==> config.mk <==
export PLATFORM = sky130hd
export DESIGN_NAME = alu_arbiter_flat
export DESIGN_NICKNAME = d
export VERILOG_FILES = /design/src/rtl/alu_arbiter_if.sv /design/src/rtl/alu_arbiter.sv /design/src/flat_wrapper.sv
export SDC_FILE = /design/constraint.sdc
export NUM_CORES = 1
export LEC_CHECK = 0
export BUFFER_PORTS_ARGS = -buffer_cell sky130_fd_sc_hd__buf_2
export CORE_MARGIN = 4
export CORE_UTILIZATION = 49
export DETAILED_ROUTE_END_ITERATION = 8
export PLACE_DENSITY = 0.84
export SETUP_SLACK_MARGIN = 0.1
export SYNTH_ARGS = -nofsm -noshare
export SYNTH_HDL_FRONTEND = slang
export SYNTH_SLANG_ARGS = --single-unit
==> constraint.sdc <==
create_clock -name clk -period 3.4 [get_ports clk]
set_input_delay 0.51 -clock clk [delete_from_list [all_inputs] [get_ports clk]]
set_output_delay 0.51 -clock clk [all_outputs]
set_load 0.005 [all_outputs]
==> src/rtl/alu_arbiter_if.sv <==
// Client/ALU bundle for alu_arbiter. The slave modport is the arbiter; the master
// modport is its surroundings (requesting clients plus the shared ALU).
interface alu_arbiter_if #(
    parameter int N_REQ = 4
);
    logic [N_REQ-1:0]   req;
    logic [4*N_REQ-1:0] req_opcode;
    logic [4*N_REQ-1:0] req_a;
    logic [4*N_REQ-1:0] req_b;
    logic [N_REQ-1:0]   gnt;
    logic [N_REQ-1:0]   rsp_valid;
    logic [5:0]         rsp_result;
    logic               busy;
    logic [3:0]         alu_opcode;
    logic [3:0]         alu_a;
    logic [3:0]         alu_b;
    logic [5:0]         alu_result;

    modport master (
        output req, req_opcode, req_a, req_b, alu_result,
        input  gnt, rsp_valid, rsp_result, busy, alu_opcode, alu_a, alu_b
    );

    modport slave (
        input  req, req_opcode, req_a, req_b, alu_result,
        output gnt, rsp_valid, rsp_result, busy, alu_opcode, alu_a, alu_b
    );
endinterface

==> src/rtl/alu_arbiter.sv <==
// Round-robin arbiter/sequencer sharing one 4-bit ALU among N_REQ requesters.
// Build option ALU_ARB_PRIO0_EN: requester 0 wins whenever it requests in IDLE.
module alu_arbiter #(
    parameter int N_REQ   = 4,
    parameter int ALU_LAT = 1
) (
    input  logic         clk,
    input  logic         rst,
    alu_arbiter_if.slave io
);
    localparam int IDX_W = $clog2(N_REQ);
    localparam int CNT_W = (ALU_LAT < 1) ? 1 : $clog2(ALU_LAT + 1);
    localparam logic [N_REQ-1:0] ONE_HOT0 = {{(N_REQ-1){1'b0}}, 1'b1};
    localparam logic [CNT_W-1:0] LAT_C    = CNT_W'(ALU_LAT);

    typedef enum logic [1:0] {
        S_IDLE = 2'd0,
        S_BUSY = 2'd1,
        S_RESP = 2'd2
    } state_t;

    state_t           state_q, state_d;
    logic [CNT_W-1:0] cnt_q, cnt_d;
    logic [IDX_W-1:0] last_q, last_d;
    logic [IDX_W-1:0] win_q, win_d;
    logic             upd_q, upd_d;
    logic [N_REQ-1:0] gnt_q, gnt_d;
    logic [N_REQ-1:0] rsp_valid_q, rsp_valid_d;
    logic [5:0]       rsp_result_q, rsp_result_d;
    logic             busy_q, busy_d;
    logic [3:0]       alu_opcode_q, alu_opcode_d;
    logic [3:0]       alu_a_q, alu_a_d;
    logic [3:0]       alu_b_q, alu_b_d;

    logic [IDX_W-1:0] idx_s, pick_s;
    logic             pick_upd_s;
    logic [3:0]       sel_op_s, sel_a_s, sel_b_s;

    // Winner selection and operand mux for the requester that would be granted now
    always_comb begin
        idx_s      = {IDX_W{1'b0}};
        pick_s     = {IDX_W{1'b0}};
        pick_upd_s = 1'b1;
        // Walk from farthest to nearest so the nearest requester after last_q wins
        for (int i = N_REQ - 1; i >= 0; i--) begin
            idx_s  = IDX_W'((int'(last_q) + 1 + i) % N_REQ);
            pick_s = io.req[idx_s] ? idx_s : pick_s;
        end
`ifdef ALU_ARB_PRIO0_EN
        if (io.req[0]) begin
            pick_s     = {IDX_W{1'b0}};
            pick_upd_s = 1'b0;
        end else begin
            pick_upd_s = 1'b1;
        end
`endif
        sel_op_s = 4'd0;
        sel_a_s  = 4'd0;
        sel_b_s  = 4'd0;
        for (int i = 0; i < N_REQ; i++) begin
            sel_op_s = (pick_s == IDX_W'(i)) ? io.req_opcode[4*i +: 4] : sel_op_s;
            sel_a_s  = (pick_s == IDX_W'(i)) ? io.req_a[4*i +: 4]      : sel_a_s;
            sel_b_s  = (pick_s == IDX_W'(i)) ? io.req_b[4*i +: 4]      : sel_b_s;
        end
    end

    // Next-state and next-output computation for the IDLE/BUSY/RESP sequencer
    always_comb begin
        state_d      = state_q;
        cnt_d        = cnt_q;
        last_d       = last_q;
        win_d        = win_q;
        upd_d        = upd_q;
        gnt_d        = {N_REQ{1'b0}};
        rsp_valid_d  = {N_REQ{1'b0}};
        rsp_result_d = rsp_result_q;
        busy_d       = busy_q;
        alu_opcode_d = alu_opcode_q;
        alu_a_d      = alu_a_q;
        alu_b_d      = alu_b_q;
        case (state_q)
            S_IDLE: begin
                if (|io.req) begin
                    state_d      = S_BUSY;
                    cnt_d        = {CNT_W{1'b0}};
                    win_d        = pick_s;
                    upd_d        = pick_upd_s;
                    gnt_d        = ONE_HOT0 << pick_s;
                    busy_d       = 1'b1;
                    alu_opcode_d = sel_op_s;
                    alu_a_d      = sel_a_s;
                    alu_b_d      = sel_b_s;
                end else begin
                    busy_d = 1'b0;
                end
            end
            S_BUSY: begin
                if (cnt_q == LAT_C) begin
                    state_d      = S_RESP;
                    rsp_result_d = io.alu_result;
                    rsp_valid_d  = ONE_HOT0 << win_q;
                end else begin
                    cnt_d = cnt_q + CNT_W'(1);
                end
            end
            S_RESP: begin
                state_d = S_IDLE;
                busy_d  = 1'b0;
                last_d  = upd_q ? win_q : last_q;
            end
            default: begin
                state_d = S_IDLE;
                busy_d  = 1'b0;
            end
        endcase
    end

    // Sequencer state and registered outputs; rst abandons any transaction in flight
    always_ff @(posedge clk) begin
        if (rst) begin
            state_q      <= S_IDLE;
            cnt_q        <= {CNT_W{1'b0}};
            last_q       <= IDX_W'(N_REQ - 1);
            win_q        <= {IDX_W{1'b0}};
            upd_q        <= 1'b0;
            gnt_q        <= {N_REQ{1'b0}};
            rsp_valid_q  <= {N_REQ{1'b0}};
            rsp_result_q <= 6'd0;
            busy_q       <= 1'b0;
            alu_opcode_q <= 4'd0;
            alu_a_q      <= 4'd0;
            alu_b_q      <= 4'd0;
        end else begin
            state_q      <= state_d;
            cnt_q        <= cnt_d;
            last_q       <= last_d;
            win_q        <= win_d;
            upd_q        <= upd_d;
            gnt_q        <= gnt_d;
            rsp_valid_q  <= rsp_valid_d;
            rsp_result_q <= rsp_result_d;
            busy_q       <= busy_d;
            alu_opcode_q <= alu_opcode_d;
            alu_a_q      <= alu_a_d;
            alu_b_q      <= alu_b_d;
        end
    end

    assign io.gnt        = gnt_q;
    assign io.rsp_valid  = rsp_valid_q;
    assign io.rsp_result = rsp_result_q;
    assign io.busy       = busy_q;
    assign io.alu_opcode = alu_opcode_q;
    assign io.alu_a      = alu_a_q;
    assign io.alu_b      = alu_b_q;
endmodule

==> src/flat_wrapper.sv <==
// flat-port wrapper written by rule: the top's interface ports become plain ports
module alu_arbiter_flat 
#(
    parameter int N_REQ   = 4,
    parameter int ALU_LAT = 1
)
  (clk, rst, io_req, io_req_opcode, io_req_a, io_req_b, io_alu_result, io_gnt, io_rsp_valid, io_rsp_result, io_busy, io_alu_opcode, io_alu_a, io_alu_b);
  alu_arbiter_if #(.N_REQ(N_REQ)) io_i ();
  input  logic clk;
  input  logic rst;
  input wire logic [$bits(io_i.req)-1:0] io_req;
  input wire logic [$bits(io_i.req_opcode)-1:0] io_req_opcode;
  input wire logic [$bits(io_i.req_a)-1:0] io_req_a;
  input wire logic [$bits(io_i.req_b)-1:0] io_req_b;
  input wire logic [$bits(io_i.alu_result)-1:0] io_alu_result;
  output wire logic [$bits(io_i.gnt)-1:0] io_gnt;
  output wire logic [$bits(io_i.rsp_valid)-1:0] io_rsp_valid;
  output wire logic [$bits(io_i.rsp_result)-1:0] io_rsp_result;
  output wire logic [$bits(io_i.busy)-1:0] io_busy;
  output wire logic [$bits(io_i.alu_opcode)-1:0] io_alu_opcode;
  output wire logic [$bits(io_i.alu_a)-1:0] io_alu_a;
  output wire logic [$bits(io_i.alu_b)-1:0] io_alu_b;
  assign io_i.req = io_req;
  assign io_i.req_opcode = io_req_opcode;
  assign io_i.req_a = io_req_a;
  assign io_i.req_b = io_req_b;
  assign io_i.alu_result = io_alu_result;
  assign io_gnt = io_i.gnt;
  assign io_rsp_valid = io_i.rsp_valid;
  assign io_rsp_result = io_i.rsp_result;
  assign io_busy = io_i.busy;
  assign io_alu_opcode = io_i.alu_opcode;
  assign io_alu_a = io_i.alu_a;
  assign io_alu_b = io_i.alu_b;
  alu_arbiter #(.N_REQ(N_REQ), .ALU_LAT(ALU_LAT)) u_core (.clk(clk), .rst(rst), .io(io_i));
endmodule
; ---- Word level (Yosys, flattened, before mapping)
; Cells that the tools add are included.
[op_classes]
add_sub_neg = 5
n_lt_le_gt_ge = 4
eq_ne = 7
shifts = 2
mux = 32
bitwise_logic = 4
n_reduce_logical = 11
[op_table]
columns = operator, n
row1 = $mux 4, 12
row2 = $lt 2x3->1 const B, 4
row3 = $mux 2, 6
row4 = $reduce_and 2->1, 5
row5 = $bmux 1 s2, 4
row6 = $shl 1x2->4 const A, 2
row7 = $mux 1, 7
row8 = $add 2x2->2 const B, 3
row9 = $eq 2x2->1 const B, 3
row10 = $reduce_or 3->1, 2
row11 = $eq 2x1->1 const B, 2
row12 = $logic_not 2->1, 2
row13 = $ne 2x1->1 const B, 2
row14 = $not 1->1, 4
row15 = $pmux 1 s2, 2
row16 = $pmux 2 s2, 1
row17 = $reduce_or 4->1, 1
row18 = $add 2x1->2 const B, 1
row19 = $reduce_bool 2->1, 1
row20 = $add 1x1->1 const B, 1
[totals]
ff_bits = 35
output_inout_bits = 27

; ---- Depth between registers and ports, before layout
; Gate-level depths: netlist of the first run.
[logic_depth]
depth_word = 13
depth_mapped = 7
depth_no_buf = 5

; ---- Least setup slack after synthesis of the first run
; No wires, ideal clock.
[synth_path]
path_type = input -> register
from = input port io_req[1]
to = register u_core.alu_a_q[0] (netlist: u_core.io.alu_a[0])
setup_ns = 0.115
t_arrival_ns = 1.709
path_slack_ns = 1.577
path_stages = 6
path_buffers = 1
cell_sequence = or4_4 > and2_1 > o21ai_2 > buf_4 > a21oi_1 > o21a_1
[synth_between]
elab_chain_len = 11
[synth_lines]
columns = element, line
row1 = from (decl), flat_wrapper.sv:11  ; input wire logic [$bits(io_i.req)-1:0] io_req;
row2 = $bmux 1 s2, alu_arbiter.sv:47  ; pick_s = io.req[idx_s] ? idx_s : pick_s;
row3 = $mux 1 (not written as such), alu_arbiter.sv:47
row4 = $mux 2 (4 in a row), alu_arbiter.sv:47
row5 = $logic_not 2->1, alu_arbiter.sv:62  ; sel_a_s = (pick_s == IDX_W'(i)) ? io.req_a[4*i +: 4] : sel_a_s;
row6 = $mux 4 (4 in a row), alu_arbiter.sv:62
row7 = to (signal assigned), alu_arbiter.sv:144  ; alu_a_q <= alu_a_d;
row8 = to (decl), alu_arbiter.sv:32  ; logic [3:0] alu_a_q, alu_a_d;
; Several ways; a longest one is shown, not always the timed one. The select of a mux whose other input is x is not followed.
; A chain may end at the register's enable or synchronous reset.

; ---- Worst setup path after layout of the first run
[layout_path]
from = register u_core.last_q[1]
to = register u_core.alu_opcode_q[3] (netlist: u_core.io.alu_opcode[3])
[layout_between]
elab_chain_len = 13
[layout_lines]
columns = element, line
row1 = from (decl), alu_arbiter.sv:24  ; logic [IDX_W-1:0] last_q, last_d;
row2 = from (signal assigned), alu_arbiter.sv:123  ; last_q <= IDX_W'(N_REQ - 1);
row3 = from (signal assigned), alu_arbiter.sv:136  ; last_q <= last_d;
row4 = $add 2x1->2 *, alu_arbiter.sv:46  ; idx_s = IDX_W'((int'(last_q) + 1 + i) % N_REQ);
row5 = $add 2x2->2, alu_arbiter.sv:46
row6 = $bmux 1 s2, alu_arbiter.sv:47
row7 = $mux 1 (not written as such), alu_arbiter.sv:47
row8 = $mux 2 (3 in a row), alu_arbiter.sv:47
row9 = $mux 2 *, alu_arbiter.sv:47
row10 = $logic_not 2->1, alu_arbiter.sv:61  ; sel_op_s = (pick_s == IDX_W'(i)) ? io.req_opcode[4*i +: 4] : sel_op_s;
row11 = $mux 4 (3 in a row), alu_arbiter.sv:61
row12 = $mux 4 *, alu_arbiter.sv:61
row13 = to (signal assigned), alu_arbiter.sv:143  ; alu_opcode_q <= alu_opcode_d;
row14 = to (decl), alu_arbiter.sv:31  ; logic [3:0] alu_opcode_q, alu_opcode_d;
; Mark *: on every way between the ends. The rest lies on a longest branch, timed or not. The select of a mux whose other input is x is not followed.

==> results of run 1 <==
## per-stage QoR
step | power, mW | instance area, sq um | util | hold slack, ns
after global placement | 0.641 | 2220 | 0.644 | 0.440
final | 0.930 | 2310 | 0.670 | 0.451
after global routing | 0.978 | 2310 | 0.670 | 0.471
after CTS | 0.937 | 2310 | 0.670 | 0.455
after floorplan | 0.573 | 1800 | - | 0.441
after detailed placement | 0.645 | 2220 | 0.644 | 0.445
## path summary, 6_finish.rpt
path | endpoint | startpoint | depth (start not counted)
worst max register to register | u_core.io.alu_opcode[3] | u_core.last_q[1] | 6
worst min-delay path | u_core.io.rsp_result[3] | u_core.io.rsp_result[3] | 2
worst min register to register | u_core.io.rsp_result[3] | u_core.io.rsp_result[3] | 2
worst max-delay path | u_core.io.alu_opcode[3] | u_core.last_q[1] | 6
## area by class of cell
type	count	area [sq um]
timing repair buffer	89	453
clock buffer	5	68.8
fill	332	1140
inverter	1	3.75
tap	46	57.6
clock inverter	3	20.0
multi-input combinational	172	1000
sequential	35	701
## logic make-up (layout without fill, tap and decap cells)
| family | Yosys count | count (layout) | synth area share |
|---|---|---|---|
| AOI/OAI and AO/OA | 91 | 91 | 0.332 |
| buffers and inverters | 20 | 98 | 0.0555 |
| DFF | 35 | 35 | 0.389 |
| muxes | 2 | 2 | 0.0111 |
| and+or+nand+nor | 79 | 79 | 0.212 |
## critical path, cell delays in order (launching register included)
cell and delay (ns):
dfxtp_1 0.47, nand2_1 0.13, a21oi_2 0.72, buf_4 0.28, nand3_1 0.09, a21oi_1 0.21
o21a_1 0.13
## cell usage after synthesis
library cell | count | share of area
a21oi_1 | 22 | 0.061
o22a_1 | 1 | 0.0049
o21a_1 | 13 | 0.054
and2_1 | 1 | 0.0035
o21ai_0 | 25 | 0.069
buf_2 | 5 | 0.014
or3_4 | 1 | 0.0062
a21oi_4 | 1 | 0.0090
and3_1 | 1 | 0.0035
a22oi_1 | 12 | 0.050
a32oi_1 | 12 | 0.058
buf_4 | 1 | 0.0042
mux2i_1 | 2 | 0.011
inv_1 | 1 | 0.0021
nand3b_1 | 1 | 0.0042
o221ai_2 | 1 | 0.0083
nor2b_1 | 4 | 0.014
nand3_1 | 18 | 0.050
or4_4 | 1 | 0.0062
nand2b_1 | 1 | 0.0035
o22ai_1 | 1 | 0.0035
o21ai_2 | 1 | 0.0049
or3b_2 | 1 | 0.0049
or2_2 | 1 | 0.0035
nor2_1 | 11 | 0.023
nor3b_1 | 1 | 0.0042
a21o_1 | 1 | 0.0042
nand2_1 | 31 | 0.065
a21oi_2 | 1 | 0.0049
buf_6 | 2 | 0.012
or2b_1 | 1 | 0.0042
clkbuf_1 | 11 | 0.023
dfxtp_1 | 35 | 0.39
nor4_1 | 5 | 0.017
## sequential cells by signal (all words and copies together), names as in the netlist
signal	cells
u_core.io.rsp_result	6
u_core.io.alu_a	4
u_core.io.alu_b	4
u_core.io.alu_opcode	4
u_core.io.gnt	4
u_core.io.rsp_valid	4
u_core.last_q	2
u_core.state_q	2
u_core.win_q	2
u_core.cnt_q	1
u_core.io.busy	1
u_core.upd_q	1
## metal layers
metal	routed length, um	part of all wire
met1	2050	0.40
met5	0	0
met2	2470	0.49
met4	104	0.020
met3	457	0.090
## where the power goes
part	switching, mW	leakage (nW)	internal, mW
clock	0.150	0.0402	0.142
combinational	0.104	0.694	0.0834
sequential	0.0170	0.286	0.433
total	0.271	1.02	0.658
==> results.md, run 1 <==
- Status: finished clean
- Initial antenna violation count: 0
- CORE AREA: 0.00344 sq mm
- Reg-to-reg slack, setup: between 1 and 1.5 ns
- NumNets Final: 364
- Number of vias per cell: between 5 and 6
- Syn_area_per_cell: between 7 and 8 sq um
- Vias in the first global route: 1846
- Synthesized area: roughly 0.0018 sq mm
- Dpl ws: 1.14 ns
- Rel. slew slack: 0.386
- Final Cycle Share: 0.615
- DP HPWL: around 3.6 mm
- CTS tree: built
- Routability cong.: roughly 0.88
- Hold Vio Cnt, Final: 0
- GRT Util Overall: 0.226
- Non-filler cells, final: about 350
- Clock-pin slew on the worst setup and hold paths: approximately 0.07 ns
- I/O pin total: 87
- Met3 GRT Util: 0.0632
- Maximum vdd drop: about 0.23 mV
- Leak pwr: a little over 1 nW
- IO Port Bufs: 86
- ANT nets after route: 0
- Final Max Tran Viols: 0
- Busiest metal layer after global routing: met2
- DR WL/cell: between 10 and 15 um
- Std-Cell Rows: 21
- Yosys Warn Count: 0
- Critical path data required time: between 3 and 4 ns
- Mapped Nets: about 290
- Routed wire length: ~5 mm
- Share of layout cells above drive strength 1: 0.344
- Worst Path Max Fanout: 19
- Initial drt markers: 114
- Remaining DRCs: 0
- Max_cap viols: 0
- Worst setup EP type: flop
- Die Height: about 70 um
- Cts bufs inserted: 5
- TNS Setup: 0 ns
- Met2 usage in global routing: 0.390
- Die W: 68.7 um
- CTS Hold Bufs: 0
- FF+latch count, synth: 35
- CTS Root Cell: clkbuf_8
- Arr. time, crit path: 2.33 ns
- Mapped Cells: roughly 230
- Tmin final: ~2.1 ns
- First-pass GRT wire length: between 7 and 8 mm
- Cell Pwr Density: 403 mW/mm^2
- Setup violators final: 0
- Type of origin of the critical path: flop
- CTS max path bufs: 2
- FMAX: 478 MHz
- Worst Hold Class: flop to flop
- Die area: about 0.0047 sq mm
- N_diodes: 0
- Via count: approximately 2000
- Slew @ Worst Pin: 0.921 ns
- H-tree depth: 2
- Effective utilization at floorplan: 0.524
- Most frequent cells in the layout: buf_2 (86), dfxtp_1 (35), nand2_1 (31), o21ai_0 (25), a21oi_1 (22)
- Clock sink total: 35
- Worst-skew pair later-pin latency: just under 0.3 ns
- Final worst slack: 1.31 ns
- Yosys cell types: 34
- Seq/Total Area, Yosys: 0.389
- Cells after DPL: roughly 340
- Area Growth Syn to Fin: 27.9%
- Post-CTS sizing: 0
- Worst setup path class: flop to flop
- Commonest non-fill, non-tap cell in the layout: buf_2
- Largest net degree at the start of global routing: 26
- Fin Clk Skew: between 0.002 and 0.0025 ns
- M1 GR Usage: 0.252
- Remaining global-route overflow: 0
- DR pass1 iterations: 4
- Post-CTS Setup Inserts: 0
- RSZ-0062 raised after global routing: false
(Power assumes the default switching activity.)
==> run 2, diff against run 1 <==
- ABC_AREA: unset -> 1
- CORE_UTILIZATION: 49 -> 42
- PLACE_DENSITY: 0.84 -> 0.76
- clock period: 3.4 -> 1.85 ns (I/O delays scaled with it)
==> results.md, run 2 <==
- Maximum vdd drop: roughly 0.42 mV
- Leak pwr: 1.53 nW
- Commonest non-fill, non-tap cell in the layout: buf_2
- Commonest cells post-synth: nand2_1 (74), dfxtp_1 (35), nand3_1 (29)
- Area Growth Syn to Fin: 54.7%
- DR pass1 iterations: 4
- Crit path largest cell delay: 0.34 ns
- Synthesized area: between 0.0015 and 0.002 sq mm
- Post-synth top area share: 0.375
- Type of origin of the critical path: flop
- Critical path data required time: roughly 2.1 ns
- Hold WS: around 0.21 ns
- Slew @ Worst Pin: 0.360 ns
- Final Cycle Share: 1.01
- Switching pwr: 0.740 mW
- Largest net degree at the start of global routing: 18
- Count leader, synth: nand2_1
- Die area: between 0.005 and 0.006 sq mm
- Arr. time, crit path: 2.10 ns
- Crit path max-delay cell type: dfxtp_2
- Failing checks: setup timing
- H-tree depth: 2
- Fillers: around 330
- Max_cap viols: 0
- Dpl ws: -0.0593 ns
- Clock sink total: 35
- Most frequent cells in the layout: buf_2 (86), nand2_1 (45), dfxtp_1 (33), nor2_1 (23)
- Mapped Nets: 330
- Max reg flops: 6
- Share of layout cells above drive strength 1: 0.507
- Area contributors post-synth: dfxtp_1 (38%), nand2_1 (15%), nand3_1 (7.8%)
- Worst Hold Class: input port to flop
- Seq/Total Area, Yosys: 0.375
- Status: complete, but fails checks
- Cts bufs inserted: 5
- CTS max path bufs: 2
- Combinational share of power: 0.349
- CTS Root Cell: clkbuf_8
- Via count: ~2300
- Hold Vio Cnt, Final: 0
- Syn_area_per_cell: a little under 7 sq um
- EDFF count, synth: 0
- RSZ-0062 raised after global routing: true
- Yosys Warn Count: 0
- Effective utilization at floorplan: 0.451
- Worst setup EP type: flop
- Cell Pwr Density: between 700 and 800 mW/mm^2
- Routed wire length: 6.26 mm
- Mapped Cells: 270
- Initial antenna violation count: 0
- Remaining global-route overflow: 0
- Initial drt markers: 200
- Number of vias per cell: between 5 and 6
- Worst setup path class: flop to flop
- I/O pin total: 87
- Std-Cell Rows: 23
- CTS tree: built
- Critical-path cell list: buf_12 -> inv_12 -> nand2_4 -> nand2_4 -> nand2_4 -> nand2_4 -> nand2_2 -> nand2_2 -> nand2_4 -> nand2_8 -> buf_12 -> nor2_4 -> nand2_1 -> nand3_1 -> nand2_1 -> a21oi_2
- GRT Util Overall: 0.217
- DR WL/cell: approximately 15 um
- Worst Path Max Fanout: 8
- Yosys top cell by area: dfxtp_1
- CORE AREA: ~0.0041 sq mm
- Fin Clk Skew: between 0.007 and 0.008 ns
- FF+latch count, synth: 35
- Reg-to-reg slack, setup: -0.02 ns
- CP most frequent cell: nand2_4
- Die Height: ~75 um
- Routability cong.: between 0.9 and 1
- Clock Power Share: 0.246
- Top FF cell, synth: dfxtp_1
- ANT nets after route: 0
- P_int: 1.43 mW
- Yosys cell types: 30
- Final Max Tran Viols: 0
- Vias in the first global route: 2148
- Final worst slack: -0.0224 ns
- Asr flop ratio synth: 0
- DP HPWL: just under 4 mm
- Remaining DRCs: 0
- Clock-pin slew on the worst setup and hold paths: ~0.070 ns
- Die W: around 75 um
- Worst-skew pair later-pin latency: between 0.2 and 0.3 ns
- Tmin final: roughly 1.9 ns
- FMAX: approximately 530 MHz
- First-pass GRT wire length: just over 9 mm
- N_diodes: 0
- Setup violators final: 4
- NumNets Final: approximately 430
- IO Port Bufs: 86
- Rel. slew slack: 0.757
- Sw frac: 0.341
- Flop pwr share: 0.405
- TNS Setup: -0.0457 ns
## run 2: cell types whose count changed after synthesis, moves of 12 or more
cell	previous run	this run
nor2_1	11	23
a32oi_1	12	0
nand2_1	31	74
a21oi_1	22	5
a22oi_1	12	0
o21a_1	13	0
inv_1	1	23
## run 2: path summary, 6_finish.rpt
| kind | start | end | cells past startpoint |
|---|---|---|---|
| min reg2reg | u_core.cnt_q | u_core.state_q[0] | 1 |
| max reg2reg | u_core.last_q[0] | u_core.io.alu_a[3] | 16 |
| min | rst | u_core.state_q[1] | 2 |
| max | u_core.last_q[0] | u_core.io.alu_a[3] | 16 |
## run 2: power groups by stage
stage / registers, mW / logic [mW] / clock network [mW]
3_3_place_gp: 0.892 / 0.580 / 0
4_1_cts: 0.877 / 0.671 / 0.542
5_1_grt: 0.886 / 0.833 / 0.581
2_1_floorplan: 0.896 / 0.363 / 0
6_report: 0.878 / 0.756 / 0.534
3_5_place_dp: 0.892 / 0.590 / 0
## run 2: cells by family after synthesis
| family | synth area share |
|---|---|
| compound gates | 0.152 |
| buf+inv | 0.114 |
| flops | 0.375 |
| simple gates | 0.359 |
## run 2: final cells by class
type	instances	area, sq um	share of cell area
multi-input combinational	197	1210	0.417
clock inverter	1	5.00	0.00173
timing repair buffer	108	712	0.246
sequential	35	706	0.244
inverter	27	121	0.0420
tap	50	62.6	0.0217
clock buffer	7	76.3	0.0264
## run 2: worst max-delay path, delay by kind of cell (launching register included)
family,cells,cell delay [ns]
simple gates,12,1.00
compound gates,1,0.12
buf+inv,3,0.34
flops,1,0.34
## run 2: metal layers
metal / up-vias / global-route usage / wire (um)
met2: 117 / 0.366 / 3100
li1: 1089 / - / -
met3: 23 / 0.0814 / 607
met5: - / 0 / 0
met4: 0 / 0.0672 / 218
met1: 1049 / 0.257 / 2340
## run 2: timing repair
| item | CTS | global route |
|---|---|---|
| gates cloned | 3 | 1 |
| hold buffers | 0 | 0 |
| pin swaps | 4 | 28 |
| setup buffers | 10 | 1 |
| resized for setup | 26 | 49 |
| endpoints found under the setup margin | 12 | 16 |
## run 2: metrics by stage
step | power [mW] | cells | utilization | instance area (sq um)
2_1_floorplan | 1.26 | 270 | - | 1870
6_report | 2.17 | 425 | 0.697 | 2890
5_1_grt | 2.30 | 425 | 0.697 | 2890
3_3_place_gp | 1.47 | 404 | 0.570 | 2360
3_5_place_dp | 1.48 | 404 | 0.570 | 2360
4_1_cts | 2.09 | 425 | 0.652 | 2700
